File: src/rtl/ghr_ckpt_ctrl.sv
// ghr_ckpt_ctrl
//   Sequences the perceptron predictor's global-history shift register.
//   Each accepted prediction shifts the history speculatively and saves the
//   pre-shift history in a checkpoint FIFO (one entry per in-flight branch).
//   Branches resolve in order. On a mispredict the history is rebuilt from the
//   oldest checkpoint plus the actual outcome. It is then parallel-loaded into
//   the shift register during a single RESTORE cycle.
//
// Parameters
//   HIST_LEN  shift register width (>= 2)
//   NUM_CKPT  checkpoint FIFO depth (power of 2, >= 2)
//
// Ports
//   clk_i, rst_ni                  clock, async active-low reset
//   flush_i                        drop all checkpoints, cancel a restore
//   pred_valid_i/pred_taken_i      prediction request and direction
//   pred_ready_o/pred_tag_o        accept strobe and FIFO slot of the accept
//   res_valid_i/res_mispredict_i/res_taken_i  in-order resolution of oldest
//   ghr_i                          current shift register contents
//   sr_we_o/sr_data_o              parallel load to the shift register
//   sr_se_o/sr_shift_in_o          shift enable and shifted-in bit
//   inflight_o                     occupied checkpoints
//   mispred_cnt_o                  saturating mispredict count
//
// Optional feature macro: GHR_MISPRED_CNT_EN
//   defined   -> mispred_cnt_o counts mispredicts that enter RESTORE
//   undefined -> mispred_cnt_o is tied to 0
//
// States
//   RUN     | normal operation: accept predictions, pop on resolve
//   RESTORE | one cycle: parallel-load the rebuilt history, block predictions

module ghr_ckpt_ctrl #(
  parameter int HIST_LEN = 32,
  parameter int NUM_CKPT = 8
) (
  input  logic                          clk_i,
  input  logic                          rst_ni,
  input  logic                          flush_i,
  input  logic                          pred_valid_i,
  input  logic                          pred_taken_i,
  output logic                          pred_ready_o,
  output logic [$clog2(NUM_CKPT)-1:0]   pred_tag_o,
  input  logic                          res_valid_i,
  input  logic                          res_mispredict_i,
  input  logic                          res_taken_i,
  input  logic [HIST_LEN-1:0]           ghr_i,
  output logic                          sr_we_o,
  output logic                          sr_se_o,
  output logic                          sr_shift_in_o,
  output logic [HIST_LEN-1:0]           sr_data_o,
  output logic [$clog2(NUM_CKPT):0]     inflight_o,
  output logic [31:0]                   mispred_cnt_o
);

  localparam int TAG_W = $clog2(NUM_CKPT);
  localparam int CNT_W = TAG_W + 1;

  typedef enum logic [0:0] {
    ST_RUN     = 1'b0,
    ST_RESTORE = 1'b1
  } state_t;

  state_t              r_state;
  state_t              w_state_nxt;

  // The MSB of a checkpoint is shifted out by the restore, so it is not kept.
  logic [HIST_LEN-2:0] r_ckpt [NUM_CKPT];
  logic                w_unused_ghr_msb;

  logic [TAG_W-1:0]    r_wr_ptr;
  logic [TAG_W-1:0]    r_rd_ptr;
  logic [CNT_W-1:0]    r_inflight;
  logic [HIST_LEN-1:0] r_restore;

  logic                w_full;
  logic                w_empty;
  logic                w_res_mis;
  logic                w_mis_take;
  logic                w_res_ok;
  logic                w_accept;
  logic                w_ready;

  assign w_unused_ghr_msb = ghr_i[HIST_LEN-1];

  // Full/empty come from the occupancy count; pointers alone are ambiguous
  // once they wrap.
  assign w_full    = (r_inflight == CNT_W'(NUM_CKPT));
  assign w_empty   = (r_inflight == '0);
  assign w_res_mis = res_valid_i & res_mispredict_i;

  // A mispredict only counts when there is a checkpoint to rebuild from.
  assign w_mis_take = w_res_mis & ~w_empty & ~flush_i & (r_state == ST_RUN);
  assign w_res_ok   = res_valid_i & ~res_mispredict_i & ~w_empty & ~flush_i;
  assign w_accept   = pred_valid_i & w_ready;

  // ---------------------------------------------------------------------------
  // FSM: state register
  // ---------------------------------------------------------------------------
  always_ff @(posedge clk_i or negedge rst_ni) begin
    if (!rst_ni) begin
      r_state <= ST_RUN;
    end else begin
      r_state <= w_state_nxt;
    end
  end

  // ---------------------------------------------------------------------------
  // FSM: next state and shift-register controls
  // ---------------------------------------------------------------------------
  always_comb begin
    w_state_nxt   = r_state;
    w_ready       = 1'b0;
    sr_we_o       = 1'b0;
    sr_se_o       = 1'b0;
    sr_shift_in_o = 1'b0;

    case (r_state)
      ST_RUN: begin
        // No bypass: a full FIFO blocks even if a pop happens this cycle.
        w_ready = ~w_full & ~flush_i & ~w_res_mis;
        sr_se_o = pred_valid_i & w_ready;
        sr_shift_in_o = pred_valid_i & w_ready & pred_taken_i;
        if (w_mis_take) begin
          w_state_nxt = ST_RESTORE;
        end
      end
      ST_RESTORE: begin
        sr_we_o     = ~flush_i;
        w_state_nxt = ST_RUN;
      end
      default: begin
        w_state_nxt = ST_RUN;
      end
    endcase

    if (flush_i) begin
      w_state_nxt = ST_RUN;
    end
  end

  assign pred_ready_o = w_ready;
  assign pred_tag_o   = r_wr_ptr;
  assign inflight_o   = r_inflight;
  assign sr_data_o    = r_restore;

  // ---------------------------------------------------------------------------
  // Checkpoint storage (data only, no reset needed)
  // ---------------------------------------------------------------------------
  always_ff @(posedge clk_i) begin
    if (w_accept) begin
      r_ckpt[r_wr_ptr] <= ghr_i[HIST_LEN-2:0];
    end
  end

  // ---------------------------------------------------------------------------
  // FIFO pointers, occupancy and restore value
  // ---------------------------------------------------------------------------
  always_ff @(posedge clk_i or negedge rst_ni) begin
    if (!rst_ni) begin
      r_wr_ptr   <= '0;
      r_rd_ptr   <= '0;
      r_inflight <= '0;
      r_restore  <= '0;
    end else if (flush_i) begin
      r_wr_ptr   <= '0;
      r_rd_ptr   <= '0;
      r_inflight <= '0;
    end else if (w_mis_take) begin
      // Younger branches are squashed upstream, so the whole FIFO goes.
      r_restore  <= {r_ckpt[r_rd_ptr], res_taken_i};
      r_wr_ptr   <= '0;
      r_rd_ptr   <= '0;
      r_inflight <= '0;
    end else begin
      if (w_accept) begin
        r_wr_ptr <= r_wr_ptr + TAG_W'(1);
      end
      if (w_res_ok) begin
        r_rd_ptr <= r_rd_ptr + TAG_W'(1);
      end
      case ({w_accept, w_res_ok})
        2'b10:   r_inflight <= r_inflight + CNT_W'(1);
        2'b01:   r_inflight <= r_inflight - CNT_W'(1);
        default: r_inflight <= r_inflight;
      endcase
    end
  end

  // ---------------------------------------------------------------------------
  // Optional mispredict counter
  // ---------------------------------------------------------------------------
`ifdef GHR_MISPRED_CNT_EN
  logic [31:0] r_mispred_cnt;

  // Flush cannot coincide with w_mis_take, so the count ignores flushes.
  always_ff @(posedge clk_i or negedge rst_ni) begin
    if (!rst_ni) begin
      r_mispred_cnt <= '0;
    end else if (w_mis_take && (r_mispred_cnt != 32'hFFFF_FFFF)) begin
      r_mispred_cnt <= r_mispred_cnt + 32'd1;
    end
  end

  assign mispred_cnt_o = r_mispred_cnt;
`else
  assign mispred_cnt_o = 32'd0;
`endif

endmodule

File: config.mk
export PLATFORM = sky130hd
export DESIGN_NAME = ghr_ckpt_ctrl
export DESIGN_NICKNAME = d
export VERILOG_FILES = /design/src/rtl/ghr_ckpt_ctrl.sv
export SDC_FILE = /design/constraint.sdc
export NUM_CORES = 1
export LEC_CHECK = 0
export ABC_AREA = 1
export CAP_MARGIN = 20
export CORE_MARGIN = 5
export CORE_UTILIZATION = 30
export DETAILED_ROUTE_END_ITERATION = 7
export DONT_BUFFER_PORTS = 1
export GPL_TIMING_DRIVEN = 0
export PLACE_DENSITY = 0.55
export SYNTH_ARGS = -nofsm -noshare
export SYNTH_HDL_FRONTEND = slang
export SYNTH_SLANG_ARGS = --single-unit
File: constraint.sdc
create_clock -name clk_i -period 3.7 [get_ports clk_i]
set_clock_uncertainty 0.15 [all_clocks]
set_input_delay 0.925 -clock clk_i [delete_from_list [all_inputs] [get_ports clk_i]]
set_output_delay 0.925 -clock clk_i [all_outputs]
set_load 0.01 [all_outputs]
After elaboration in Yosys (flattened, before gate mapping)
Memories as Yosys holds them, arrays and structs flattened. A register that Yosys moved wholly into a read port is not among the register bits.
Index checks and enable logic that the tools add are counted.
{"block": "classes", "addsub": 4, "eq_ne": 3, "mux": 18, "bitwise_logic": 18, "reduce_logical": 6}
{"operator": "2-to-1 mux 3 bit", "n": 6}
{"operator": "bitwise AND 1 bit", "n": 12}
{"operator": "2-to-1 mux 1 bit", "n": 8}
{"operator": "2-to-1 mux 4 bit", "n": 2}
{"operator": "case mux 4 bit (2 select lines)", "n": 1}
{"operator": "adder 3 x 1 -> 3 bit, second input constant", "n": 2}
{"operator": "inverter 1 bit", "n": 6}
{"operator": "nonzero test 3 bit", "n": 2}
{"operator": "adder 4 x 1 -> 4 bit, second input constant", "n": 1}
{"operator": "equality test 4 bit, second input constant", "n": 1}
{"operator": "zero test 4 bit", "n": 1}
{"operator": "nonzero test 4 bit", "n": 1}
{"operator": "subtractor 4 x 1 -> 4 bit, second input constant", "n": 1}
{"operator": "equality test 2 x 1 -> 1 bit, second input constant", "n": 1}
{"operator": "equality test 2 bit, second input constant", "n": 1}
{"operator": "case mux 1 bit (2 select lines)", "n": 1}
{"operator": "AND reduction 2 bit", "n": 1}
{"operator": "zero test 1 bit", "n": 1}
{"block": "totals", "reg_bits": 43, "ramBits": 248, "input_bits": 40, "output_inout_bits": 75, "elab_cells": 55, "memories": 1}
{"memory": "r_ckpt", "depth": 8, "word_bits": 31, "read_ports": 1, "rd_ports_with_merged_regs": 1, "wr": 1, "line": "68", "source": "logic [HIST_LEN-2:0] r_ckpt [NUM_CKPT];"}

Depth between registers and ports, before layout
{"block": "depth", "word_depth": 10, "depth_mapped": 15, "depth_no_buf": 14}

Worst setup path after synthesis
Ideal clock, no wire load.
{"block": "synth_timing", "path_kind": "input -> register", "from": "input port res_valid_i", "to": "memory r_ckpt[2][0] in the netlist's numbering, enable pin", "setup_ns": 0.458, "arrival_ns": 3.641, "required_ns": 3.092, "setup_slack_ns": -0.548, "path_stages": 6, "path_buffers": 1, "cell_sequence": "nand2_1 nand3_1 inv_1 nand3_2 buf_4 nor3_1"}
{"block": "synth_between", "elab_chain_cells": 7}
{"element": "start: declaration", "line": "44", "source": "input logic res_valid_i,"}
{"element": "bitwise AND 1 bit", "line": "90", "source": "assign w_res_mis = res_valid_i & res_mispredict_i;"}
{"element": "inverter 1 bit", "line": "121", "source": "w_ready = ~w_full & ~flush_i & ~w_res_mis;"}
{"element": "bitwise AND 1 bit", "line": "121"}
{"element": "2-to-1 mux 1 bit", "line": "118", "source": "case (r_state)"}
{"element": "bitwise AND 1 bit", "line": "95", "source": "assign w_accept = pred_valid_i & w_ready;"}
{"element": "2-to-1 mux 1 bit", "line": "151", "source": "if (w_accept) begin"}
{"element": "2-to-1 mux 1 bit (not written as such)", "line": "152", "source": "r_ckpt[r_wr_ptr] <= ghr_i[HIST_LEN-2:0];"}
{"element": "end: declaration", "line": "68"}
Every way passes these cells.

Worst setup path after layout
{"block": "layout_timing", "from": "register r_inflight[1], in the netlist inflight_o[1]", "to": "output port sr_shift_in_o"}
{"block": "layout_between", "elab_chain_cells": 7}
{"element": "start: declaration", "line": "73", "source": "logic [CNT_W-1:0] r_inflight;"}
{"element": "start signal: assignment", "line": "183", "source": "2'b10: r_inflight <= r_inflight + CNT_W'(1);"}
{"element": "start signal: assignment", "line": "184", "source": "2'b01: r_inflight <= r_inflight - CNT_W'(1);"}
{"element": "start signal: assignment", "line": "185", "source": "default: r_inflight <= r_inflight;"}
{"element": "equality test 4 bit", "line": "88", "source": "assign w_full = (r_inflight == CNT_W'(NUM_CKPT));"}
{"element": "inverter 1 bit", "line": "121"}
{"element": "bitwise AND 1 bit (2 in series)", "line": "121"}
{"element": "bitwise AND 1 bit (2 in series)", "line": "123", "source": "sr_shift_in_o = pred_valid_i & w_ready & pred_taken_i;"}
{"element": "2-to-1 mux 1 bit", "line": "118"}
{"element": "end: declaration", "line": "50", "source": "output logic sr_shift_in_o,"}
Every way passes these cells.

==> impl_metrics.csv <==
group,metric,value,unit
outcome,status,"complete, no violations",
timing,finalCriticalPeriod,2930,ps
grt,track_usage,14.4,%
cts,cts.sinks,291,
cts,root_buffer,"clkbuf_16",
logic_synthesis,synthTopCellsByArea,"edfxtp_1 60%, nand2_1 13%, dfrtp_1 8.7%, nand3_1 5.4%, inv_1 2.6%",
logic_synthesis,synthCells,1140,
timing,rsz0062_at_grt,"no",
detailed_routing,vias,7891,
final_layout,area.growth.synth_to_final,17.3,%
logic_synthesis,yosysUniqueCellTypes,34,
timing,final_hold_viol_count,0,
logic_synthesis,synth_edf_count,248,
die,coreArea,40700,sq um
place,place.gp.congestion,0.755,
grt,grt_use_met2,23.7,%
grt,grt_pass1_wl,49100,um
place,dp.cells,1721,
detailed_routing,routed_wl,33000,um
critical_path,cpMostUsedCell,"nor2_1",
pwr,intPower,5.72,mW
critical_path,start_kind,"flop",
critical_path,crit_fanout,11,
cts,cts_buffer_depth,3,
detailed_routing,drtPass1Iterations,5,
detailed_routing,via_per_inst,4.44,
place,io_buffer_count,0,
min_path,min_path_type,"in -> async",
critical_path,path_class,"reg -> out",
cts,cts_made_buffers,30,
detailed_routing,drt_iter0_drc,550,
final_layout,n_antenna_cell,0,
logic_synthesis,ys_ff_latch,291,
pwr,powerDensity,516,nW/um^2
grt,grt_use_met3,3.41,%
die,ios,115,
pwr,switchingPower,1.75,mW
critical_path,crit_slowest_cell,"dfrtp_1",
grt,grt_max_degree,44,
pwr,sequentialPowerShare,52.6,%
timing,finalSetupViolations,0,
grt,grt_busiest_layer,"met2",
cts,clkTransAtPathRegs,60,ps
place,placed_area,13400,sq um
grt,grt_overflow,0,
timing,max_slew.worst_pin.slew,845,ps
logic_synthesis,netlist_top_cells_count,"421 x nand2_1, 248 x edfxtp_1, 133 x nand3_1, 86 x inv_1, 57 x nor2_1",
die,initial_utilization,30.3,%
detailed_routing,route.detailed.drc,0,
final_layout,nets,1268,
critical_path,end_kind,"output port",
logic_synthesis,syn_avg_cell_area,10.8,sq um
timing,max_slew_margin,43.7,%
run,drv_cap,0,
logic_synthesis,ys_warn_count,0,
logic_synthesis,syn_area,12300,sq um
critical_path,critical_path_arrival,1860,ps
detailed_routing,ant_nets,0,
place,dp_slack,532,ps
final_layout,drive_above_1_share,12.9,%
critical_path,critPathRequiredTime,2620,ps
timing,fmax,341,MHz
logic_synthesis,synth-seq-area-share,69.1,%
detailed_routing,detail_route.wl_per_cell,18.6,um
logic_synthesis,synth_top_flop_cell,"edfxtp_1",
timing,fin_crit_sh,79.2,%
grt,grt_util_met1,19.2,%
pwr,p_comb_share,5.7,%
cts,h-tree-depth,1,
pwr,power,7.47,mW
timing,slew_viol_final,0,
die,dieArea,45300,sq um
critical_path,max_stage_delay,520,ps
grt,antenna_found_initial,0,
logic_synthesis,synth_most_common_cell,"nand2_1",
pwr,leakage,5.99,nW
critical_path,crit_buf_inv,1,
die,rows,74,
critical_path,crit_chain,"nor2_1, nand3b_1, nand3_2, buf_4, nor2_1",
logic_synthesis,async_flop_share,14.8,%
pwr,p_clk_share,41.6,%
pwr,ir_worst_vdd,0.000338,V
final_layout,fin_cells,1778,
timing,timing.final.ws_setup,769,ps
cts,cts_tree,"done",
final_layout,stdcell_area,14500,sq um
grt,grt_pass1_vias,7591,
die,die_w,213,um
cts,clock_latency,570,ps
logic_synthesis,netlist.top_cell.by_area,"edfxtp_1",
pwr,switching_share,23.4,%
place,hpwlAfterDp,22100,um
die,die_h,213,um
critical_path,path_delay_family,"simple AND/OR/NAND/NOR gates",
logic_synthesis,netlist.area_leader.share,60.3,%
[layer usage]
metal  up-vias  wire (um)
met4         0        750
li1       3865          -
met5         -          0
met2       243      15600
met3        48       2810
met1      3735      13800
[layout make-up]
| type | instances | area (sq um) |
|---|---|---|
| clock buffer | 38 | 842 |
| clock inverter | 18 | 190 |
| fill | 4015 | 26300 |
| inverter | 90 | 345 |
| multi-input combinational | 704 | 3090 |
| sequential | 291 | 8520 |
| buffer | 86 | 551 |
| timing repair buffer | 19 | 269 |
| tap | 532 | 666 |
[per-stage QoR]
step	hold WS [ps]	setup TNS, ps	util [%]
3_3_place_gp	404	-508150	32.2
3_5_place_dp	402	0	32.9
5_1_grt	66.3	0	35.5
6_report	69.7	0	35.5
4_1_cts	59.5	0	35.5
2_1_floorplan	364	-68010	-
[layout by cell type, fill, tap and decap left out, drive strengths merged]
cell and instances:
nand2 425, nor2 60, and2 2, buf 90
ha 6, nand3b 1, inv 91, a21oi 3
o21ai 24, bufinv 3, clkinvlp 4, xor2 2
clkbuf 53, nand4 1, clkinv 10, nor3 5
nand3 134, or2 1, xnor2 1, conb 32
edfxtp 248, dfrtp 43, o211ai 7
[flip-flops by register name (all words and copies together), names as in the netlist]
name / count
r_rd_ptr: 3
sr_data_o: 32
r_ckpt: 248
pred_tag_o: 3
inflight_o: 4
r_state: 1
[path summary, 6_finish.rpt]
check | start | to | slack, ps | depth (start not counted)
setup reg to reg | inflight_o[1] | r_ckpt[7][14] | 1020 | 7
min in group clk_i | ghr_i[25] | r_ckpt[5][25] | 300 | 0
setup / recovery | inflight_o[1] | sr_shift_in_o | 770 | 5
hold reg to reg | sr_data_o[2] | sr_data_o[2] | 410 | 2
max in group asynchronous | rst_ni | sr_data_o[31] | 3090 | 1
hold / removal | rst_ni | sr_data_o[0] | 70 | 1
[logic make-up (layout without fill, tap and decap cells)]
family	after synthesis	after routing	synth area share [%]
and+or+nand+nor	629	629	21.2
DFF	291	291	69.1
buffers and inverters	176	251	7.26
AOI/OAI and AO/OA	34	34	1.61
adders and majority gates	6	6	0.608
xor gates and xnor gates	3	3	0.213
other	1	32	0.0304
[what timing repair did]
| item | 4_1_cts | 5_1_grt |
|---|---|---|
| hold buffers | 1 | 0 |
| setup buffers | 0 | 0 |
| endpoints found under the hold margin | 43 | 0 |
| resized for setup | 0 | 0 |
[power by group through the flow]
| stage | Clock, mW | Combinational [mW] | Sequential [mW] |
|---|---|---|---|
| after global routing | 3.33 | 0.493 | 3.96 |
| after CTS | 3.18 | 0.435 | 3.94 |
| after global placement | 0 | 0.393 | 4.01 |
| final | 3.11 | 0.429 | 3.93 |
| after detailed placement | 0 | 0.417 | 4.01 |
| after floorplan | 0 | 0.312 | 3.95 |
Power figures use the tool's default switching activity.
